<file path="src/rtl/uart_pkg.sv">
// Shared definitions for the UART transmit path: FSM states, frame shape and
// default bus window / baud settings.
package uart_pkg;

    typedef enum logic [2:0] {
        ST_IDLE  = 3'd0,
        ST_FETCH = 3'd1,
        ST_START = 3'd2,
        ST_DATA  = 3'd3,
        ST_STOP  = 3'd4,
        ST_DONE  = 3'd5
    } state_e;

    localparam int DATA_BITS  = 8;
    localparam int FRAME_BITS = 10;

    localparam int          CLKS_PER_BIT_DEF = 104;
    localparam logic [31:0] ADR_LL_DEF       = 32'h00D0_0000;
    localparam logic [31:0] ADR_UL_DEF       = 32'h00D1_0000;

endpackage

</file>
<file path="src/rtl/tx_bit_serializer.sv">
// 8N1 serializer: accepts a byte on i_load while o_ready and shifts it out
// LSB first with one start and one stop bit.
module tx_bit_serializer
    import uart_pkg::*;
#(
    parameter int CLKS_PER_BIT = CLKS_PER_BIT_DEF
) (
    input  logic                 i_clk,
    input  logic                 i_rst,
    input  logic                 i_load,
    input  logic [DATA_BITS-1:0] i_byte,
    output logic                 o_ready,
    output logic                 o_last,
    output logic                 o_tx
);

    localparam int             TW        = (CLKS_PER_BIT > 1) ? $clog2(CLKS_PER_BIT) : 1;
    localparam logic [TW-1:0]  T_LAST    = TW'(CLKS_PER_BIT - 1);
    localparam logic [2:0]     LAST_DATA = 3'(FRAME_BITS - 3);

    state_e                phase_q, phase_d;
    logic [TW-1:0]         timer_q, timer_d;
    logic [2:0]            bit_q, bit_d;
    logic [DATA_BITS-1:0]  shreg_q, shreg_d;
    logic                  tx_q, tx_d;
    logic                  bit_end;

    assign bit_end = (timer_q == T_LAST);
    // o_last marks the final stop-bit cycle so the next byte can follow with no gap
    assign o_last  = (phase_q == ST_STOP) && bit_end;
    assign o_ready = (phase_q == ST_IDLE) || o_last;
    assign o_tx    = tx_q;

    always_comb begin
        phase_d = phase_q;
        bit_d   = bit_q;
        shreg_d = shreg_q;
        timer_d = (phase_q == ST_IDLE || bit_end) ? '0 : timer_q + 1'b1;
        case (phase_q)
            ST_START: if (bit_end) begin
                phase_d = ST_DATA;
                bit_d   = 3'd0;
            end
            ST_DATA: if (bit_end) begin
                shreg_d = {1'b0, shreg_q[DATA_BITS-1:1]};
                if (bit_q == LAST_DATA) phase_d = ST_STOP;
                else                    bit_d   = bit_q + 3'd1;
            end
            ST_STOP: if (bit_end) phase_d = ST_IDLE;
            default: phase_d = ST_IDLE;
        endcase
        if (i_load && o_ready) begin
            phase_d = ST_START;
            timer_d = '0;
            bit_d   = 3'd0;
            shreg_d = i_byte;
        end
        case (phase_d)
            ST_START: tx_d = 1'b0;
            ST_DATA:  tx_d = shreg_d[0];
            default:  tx_d = 1'b1;
        endcase
    end

    always_ff @(posedge i_clk) begin
        if (i_rst) begin
            phase_q <= ST_IDLE;
            timer_q <= '0;
            bit_q   <= 3'd0;
            tx_q    <= 1'b1;
        end else begin
            phase_q <= phase_d;
            timer_q <= timer_d;
            bit_q   <= bit_d;
            tx_q    <= tx_d;
        end
    end

    always_ff @(posedge i_clk) begin
        shreg_q <= shreg_d;
    end

endmodule

</file>
<file path="src/rtl/ram_uart_tx.sv">
// Wishbone-read UART transmitter: fetches a byte buffer from RAM word by word
// and sends the bytes little-endian, back to back, through tx_bit_serializer.
module ram_uart_tx
    import uart_pkg::*;
#(
    parameter int          CLKS_PER_BIT = CLKS_PER_BIT_DEF,
    parameter logic [31:0] ADR_LL       = ADR_LL_DEF,
    parameter logic [31:0] ADR_UL       = ADR_UL_DEF
) (
    input  logic        i_wb_clk,
    input  logic        i_wb_rst,
    input  logic        i_start,
    input  logic [15:0] i_len,
    output logic        o_busy,
    output logic        o_done,
    output logic [31:0] o_wb_adr,
    output logic        o_wb_cyc,
    output logic        o_wb_we,
    output logic [3:0]  o_wb_sel,
    input  logic [31:0] i_wb_rdt,
    input  logic        i_wb_ack,
    output logic        o_tx
);

    state_e       state_q, state_d;
    logic [31:0]  adr_q, adr_d;
    logic [15:0]  rem_q, rem_d;
    logic [1:0]   lane_q, lane_d;
    logic [31:0]  word_q, word_d;
    logic         ser_load, ser_ready, ser_last;
    logic [7:0]   ser_byte;

    function automatic logic [31:0] next_adr(input logic [31:0] adr);
        logic [32:0] sum;
        sum = {1'b0, adr} + 33'd4;
        if (sum >= {1'b0, ADR_UL}) return ADR_LL;
        return sum[31:0];
    endfunction

    assign o_busy   = (state_q == ST_FETCH) || (state_q == ST_START);
    assign o_done   = (state_q == ST_DONE);
    assign o_wb_cyc = (state_q == ST_FETCH);
    assign o_wb_adr = adr_q;
    assign o_wb_we  = 1'b0;
    assign o_wb_sel = 4'b1111;

    // ST_START here means "a frame is on the line"; the serializer tracks START/DATA/STOP
    always_comb begin
        state_d  = state_q;
        adr_d    = adr_q;
        rem_d    = rem_q;
        lane_d   = lane_q;
        word_d   = word_q;
        ser_load = 1'b0;
        ser_byte = word_q[{lane_q, 3'b000} +: 8];
        case (state_q)
            ST_IDLE: if (i_start) begin
                if (i_len != 16'd0) begin
                    rem_d   = i_len;
                    adr_d   = ADR_LL;
                    state_d = ST_FETCH;
                end else begin
                    state_d = ST_DONE;
                end
            end
            ST_FETCH: if (i_wb_ack && ser_ready) begin
                word_d   = i_wb_rdt;
                lane_d   = 2'd0;
                ser_load = 1'b1;
                ser_byte = i_wb_rdt[7:0];
                state_d  = ST_START;
            end
            ST_START: if (ser_last) begin
                rem_d = (rem_q != 16'd0) ? rem_q - 16'd1 : 16'd0;
                if (rem_q <= 16'd1) begin
                    state_d = ST_DONE;
                end else if (lane_q != 2'd3) begin
                    lane_d   = lane_q + 2'd1;
                    ser_load = 1'b1;
                    ser_byte = word_q[{lane_d, 3'b000} +: 8];
                end else begin
                    adr_d   = next_adr(adr_q);
                    state_d = ST_FETCH;
                end
            end
            ST_DONE: state_d = ST_IDLE;
            default: state_d = ST_IDLE;
        endcase
    end

    always_ff @(posedge i_wb_clk) begin
        if (i_wb_rst) begin
            state_q <= ST_IDLE;
            adr_q   <= ADR_LL;
            rem_q   <= 16'd0;
            lane_q  <= 2'd0;
        end else begin
            state_q <= state_d;
            adr_q   <= adr_d;
            rem_q   <= rem_d;
            lane_q  <= lane_d;
        end
    end

    always_ff @(posedge i_wb_clk) begin
        word_q <= word_d;
    end

    tx_bit_serializer #(
        .CLKS_PER_BIT (CLKS_PER_BIT)
    ) u_ser (
        .i_clk   (i_wb_clk),
        .i_rst   (i_wb_rst),
        .i_load  (ser_load),
        .i_byte  (ser_byte),
        .o_ready (ser_ready),
        .o_last  (ser_last),
        .o_tx    (o_tx)
    );

endmodule

</file>
<file path="config.mk">
export PLATFORM = sky130hd
export DESIGN_NAME = ram_uart_tx
export DESIGN_NICKNAME = d
export VERILOG_FILES = /design/src/rtl/uart_pkg.sv /design/src/rtl/tx_bit_serializer.sv /design/src/rtl/ram_uart_tx.sv
export SDC_FILE = /design/constraint.sdc
export NUM_CORES = 1
export LEC_CHECK = 0
export ABC_CLOCK_PERIOD_IN_PS = 3500
export CAP_MARGIN = 30
export CORE_MARGIN = 5
export CORE_UTILIZATION = 40
export DETAILED_ROUTE_END_ITERATION = 10
export GPL_TIMING_DRIVEN = 0
export PLACE_DENSITY = 0.62
export RECOVER_POWER = 50
export SYNTH_ARGS = -nofsm -noshare
export SYNTH_HDL_FRONTEND = slang
export SYNTH_SLANG_ARGS = --single-unit
</file>
<file path="constraint.sdc">
create_clock -name i_wb_clk -period 3.5 [get_ports i_wb_clk]
set_input_delay 0.7 -clock i_wb_clk [delete_from_list [all_inputs] [get_ports i_wb_clk]]
set_output_delay 0.7 -clock i_wb_clk [all_outputs]
set_load 0.005 [all_outputs]
</file>
# After elaboration in Yosys (flattened, before gate mapping)

Cells that the tools add are included.

Add/subtract/negate cells: 5
Multipliers: 0
Div/mod/pow operators: 0
Magnitude comparators: 2
Equal/unequal tests: 22
Shifts and indexed selects: 2
Mux-type cells: 54
Bitwise operators: 0
Reductions and logical operators: 24

Operators by type and width:

| operator              | count |
|---|---|
| $mux 32               | 7 |
| $mux 16               | 4 |
| $pmux 32 s2           | 1 |
| $shiftx 32x6->8       | 2 |
| $mux 8                | 7 |
| $mux 3                | 14 |
| $add 32x3->33 const B | 1 |
| $ge 33x24->1 const B  | 1 |
| $pmux 16 s2           | 1 |
| $reduce_bool 16->1    | 2 |
| $pmux 3 s3            | 2 |
| $le 16x1->1 const B   | 1 |
| $pmux 8 s2            | 1 |
| $sub 16x1->16 const B | 1 |
| $eq 3x2->1 const B    | 5 |
| $ne 2x2->1 const B    | 6 |
| $reduce_and 4->1      | 3 |
| $ne 2x1->1 const B    | 5 |
| $reduce_bool 2->1     | 5 |
| $eq 3x3->1 const B    | 3 |
| $mux 1                | 9 |
| $mux 2                | 4 |
| $add 7x1->7 const B   | 1 |
| $eq 7x7->1 const B    | 1 |
| other kinds (15)      | 22 |

Flip-flop bits (word level): 107
Latch bits: 0
RAM bits: 0
ROM bits: 0
Input port bits: 52
Output and inout port bits: 41
Word-level logic and storage cells: 120
Memories kept: 0

# Depth between registers and ports, before layout

Depth after elaboration: 12
Mapped depth: 10
Mapped depth without buffers: 9

# Cells and area by module

From an unflattened synthesis, not the netlist that was laid out.

Cell total of the unflattened synthesis: 646
Area, all modules: 6025.8 um^2

By module, submodules not included:

| module            | times used | cells an instance | area each (um^2) | seq. area each (um^2) |
|---|---|---|---|---|
| ram_uart_tx       | 1          | 547               | 4972.3           | 1981.9 |
| tx_bit_serializer | 1          | 99                | 1053.5           | 510.5 |

# Worst setup path after synthesis

No wires, ideal clock.

Path kind: flip-flop to flip-flop
Start point: reg rem_q[11]
End point: reg u_ser.timer_q[2]
Setup time: 62 ps
Arrival time: 2620 ps
Required time: 3438 ps
Path slack: 818 ps
Stages on the path, launching flop included: 9
Path buffers: 1
Period minus slack after synthesis: 2682 ps
Cell sequence: dfxtp_1 -> or4_1 -> or4b_2 -> o211ai_4 -> and2_4 -> nand2b_4 -> or3_1 -> buf_6 -> nor2_2

Cells in the longest elaborated chain, start to end: 6

Ends and longest elaborated chain:

| element                          | RTL line                | RTL |
|---|---|---|
| start, declared                  | ram_uart_tx.sv:27       | `logic [15:0] rem_q, rem_d;` |
| start signal, assigned           | ram_uart_tx.sv:100      | `rem_q <= rem_d;` |
| $le 16x1->1                      | ram_uart_tx.sv:75       | `if (rem_q <= 16'd1) begin` |
| $mux 1                           | ram_uart_tx.sv:75       |  |
| $mux 1                           | ram_uart_tx.sv:73       | `ST_START: if (ser_last) begin` |
| $pmux 1 s2                       | ram_uart_tx.sv:56       | `case (state_q)` |
| $logic_and 1x1->1                | tx_bit_serializer.sv:52 | `if (i_load && o_ready) begin` |
| $reduce_or 3->1 (no source line) | n/a                     |  |
| end signal, assigned             | tx_bit_serializer.sv:73 | `timer_q <= timer_d;` |
| end, declared                    | tx_bit_serializer.sv:22 | `logic [TW-1:0] timer_q, timer_d;` |

No other way between the ends.
A chain may end at the register's enable or synchronous reset.

# Final worst setup path

Start point: reg rem_q[4]
End point: reg adr_q[11], in the netlist o_wb_adr[11]

Cells in the longest elaborated chain, start to end: 3

Ends and longest elaborated chain:

| element                           | RTL line          | RTL |
|---|---|---|
| $le 16x1->1                       | ram_uart_tx.sv:75 |  |
| $ne 2x2->1 (no source line)       | n/a               |  |
| $reduce_and 6->1 (no source line) | n/a               |  |
| end signal, assigned              | ram_uart_tx.sv:99 | `adr_q <= adr_d;` |
| end, declared                     | ram_uart_tx.sv:26 | `logic [31:0] adr_q, adr_d;` |

No other way between the ends.

==> results by group <==
Status
  • Outcome: completed

Layout
  • Nets: 762
  • ANT cells: 0
  • Commonest cells after routing, fill and taps aside: 66 x dfxtp_1, 64 x dlygate4sd3_1, 52 x nor2_1
  • Filler cells: 1271
  • Commonest non-fill, non-tap cell in the layout: dfxtp_1
  • Area of the multi-input gates: 2905 sq um
  • Area growth syn-to-layout: 24.87%
  • Final core occ: 0.5080
  • Register area: 2492 sq um
  • Layout cells sized above 1: 0.08204

Clock network
  • Post-cts sizing count: 0
  • TritonCTS Sinks: 105
  • Clk buf depth: 2
  • Clk_lat worst skew: 0.35 ns
  • H-tree Lvls: 3
  • Cts bufs inserted: 9
  • Postcts setup bufs: 0
  • Worst-path clk slew: 0.07 ns
  • TritonCTS clock tree: done
  • Clock Tree Root: clkbuf_16
  • CTS Hold Bufs: 0

Synth
  • Post-synthesis cell count: 600
  • Synth top area share: 0.2349
  • Syn avg cell area: 9.376 sq um
  • #FFs+latches synth: 105
  • Top_reg_cell synth: dfxtp_1
  • Synth cell types: 66
  • Post-synth EDFFs: 39
  • Seq/Total Area, Yosys: 0.4431
  • Largest area contributor in the netlist: dfxtp_1
  • YS warnings: 0
  • Post-synthesis async set-or-reset flop share: 0
  • Synth area leaders: dfxtp_1 23%, edfxtp_1 21%, nand4_1 3.7%, nand3b_1 3.5%, nor2_1 3.5%
  • Synthesized cell area: 5625 sq um

STA
  • Clock period minus worst slack: 3.234 ns
  • Fin. Hold Viols: 0
  • Worst Skew: 0.006079 ns
  • Headroom to the max-slew limit: 0.2972
  • Pins Over Slew Limit: 0
  • Tcrit/Tclk final: 0.9239
  • RSZ-0062 raised after global routing: no
  • Fmax: 309.3 MHz
  • Setup TNS: 0 ns
  • Measured slew at the worst slew-check pin: 1.052 ns
  • Final WS setup: 0.2664 ns
  • Setup violators final: 0

Placed design
  • Pre-CTS setup slack: 0.2487 ns
  • GPL Wtd Cong: 0.8924
  • Post-DP HPWL: 11410 um
  • Input/output buffers: 85

Global route
  • Largest net degree at the start of global routing: 25
  • Total track usage: 0.1916
  • Gr ovfl total: 0
  • Initial antenna violation count: 0
  • Vias in the first global route: 5123
  • Global-route wire length before repair: 25660 um

Setup path
  • RR Startpoint: rem_q[4]
  • Critical setup path kind: reg2reg
  • Startpoint types: flip-flop
  • RR Endpoint: o_wb_adr[11]
  • CP required: 3.76 ns
  • Crit path DAT: 3.50 ns
  • Reg2Reg Depth: 10
  • Setup slack, reg-to-reg: 0.27 ns
  • CP Capture Type: flip-flop
  • Worst-path fanout max: 10

Floorplanning
  • Die extent in y: 128.6 um
  • Die span in x: 128.6 um
  • FP Rows: 43
  • Die area: 16540 sq um
  • Core Region: 13830 sq um
  • Initial core utilization: 0.4068
  • Io pins: 93

Power and ir drop
  • Power share of the combinational group: 0.146
  • Pwr Density: 381.6 nW/um^2
  • Peak VDD IR: 0.2324 mV
  • NetSw: 699.0 uW
  • Sw Share: 0.2608
  • Leakage: 2.443 nW
  • Part of the power in the clock network: 0.353
  • Seq pwr share: 0.501
  • Int Power: 1.981 mW

Drt
  • Vias: 5206
  • DR WL/cell: 17.71 um
  • Initial DRT Pass Iterations: 5
  • Via density per instance: 5.869
  • Final wirelength: 15710 um
  • Antenna viol nets, final: 0
  • DRC: 0
  • Initial DRC Count: 338

Min path
  • Hold wc startpoint: u_ser.timer_q[0]
  • Hold depth: 1
  • Hold Path Class: reg2reg
  • Hold-critical path endpoint: u_ser.timer_q[0]

Run
  • Max-Cap Viols: 0
worst max-delay path, cell delays in order, from the launching register on:
cell and delay [ns]:
dfxtp_1 0.36, or4_1 0.52, buf_2 0.17, or4_1 0.41
buf_2 0.19, o21a_1 0.21, o21ai_1 0.52, buf_2 0.35
buf_4 0.23, nand3b_1 0.09, o211ai_1 0.09
flip-flops by register name, summed over array words and instances, names as in the netlist:
register / flops
u_ser.phase_q: 3
rem_q: 16
o_wb_adr: 30
state_q: 3
word_q: 32
u_ser.bit_q: 3
u_ser.shreg_q: 8
u_ser.timer_q: 7
lane_q: 2
u_ser.o_tx: 1
cells by family (layout without fill, tap and decap cells):
logic type / count (synthesis) / in the layout / share of synthesized area
simple gates: 286 / 286 / 0.2856
mux: 13 / 13 / 0.04115
flops: 105 / 105 / 0.4431
compound gates: 119 / 119 / 0.1517
other cells: 2 / 7 / 0.001335
buf+inv: 59 / 161 / 0.04693
xor+xnor: 8 / 8 / 0.01246
fa+ha+maj: 8 / 8 / 0.01779
metal layers:
layer / vias up / global-route usage / wire length, um
li1: 2487 / - / -
met1: 2497 / 0.2587 / 7044
met2: 190 / 0.3074 / 7245
met3: 32 / 0.03321 / 1073
met4: 0 / 0.07474 / 344
met5: - / 0 / 0
worst max path at each step:
stage	start	to	slack (ns)	cells after the start
2_1_floorplan	rem_q[11]	u_ser.timer_q[2]	0.82	8
3_3_place_gp	o_wb_adr[2]	o_wb_adr[18]	0.23	9
3_5_place_dp	o_wb_adr[2]	o_wb_adr[18]	0.25	9
4_1_cts	state_q[1]	o_wb_adr[21]	0.23	8
5_1_grt	state_q[1]	o_wb_adr[21]	0.03	8
6_report	rem_q[4]	o_wb_adr[11]	0.27	10
layout make-up:
type,instances,share of cell area
Multi-Input combinational cell,441,0.4136
Sequential cell,105,0.3548
Tap cell,180,0.03206
Clock inverter,4,0.003919
Buffer,44,0.02957
Clock buffer,12,0.03509
Inverter,15,0.008016
Timing Repair Buffer,86,0.1229
through the flow:
stage / power [mW] / std cells / area (sq um) / hold slack, ns
detailed placement: 1.767 / 871 / 6748 / 0.4443
floorplan: 1.608 / 605 / 5644 / 0.4274
CTS: 2.723 / 887 / 7022 / 0.4605
global placement: 1.758 / 870 / 6720 / 0.4373
global route: 2.819 / 887 / 7024 / 0.4713
finish: 2.680 / 887 / 7024 / 0.4602
synthesized netlist by cell type, types with 6 or more instances:
library cell,count
nand3b_1,26
a21oi_1,13
o211ai_1,17
o21ai_0,27
or3_1,6
clkbuf_1,29
nand2_1,43
inv_1,14
edfxtp_1,39
mux4_2,8
nor2_2,7
ha_1,8
nor4_1,21
nand3_1,24
nor2_1,52
nor3b_1,8
nor3_1,20
buf_4,8
a22oi_1,19
or4_1,6
and2_1,13
dfxtp_1,66
nand4_1,33
power by group through the flow:
stage	combinational [mW]	sequential, mW	clock, mW
after floorplan	0.245	1.36	0
after global placement	0.389	1.37	0
after detailed placement	0.398	1.37	0
after CTS	0.401	1.34	0.981
after global routing	0.436	1.35	1.03
final	0.391	1.34	0.946
Note: power is estimated with default switching activity, not from simulation.
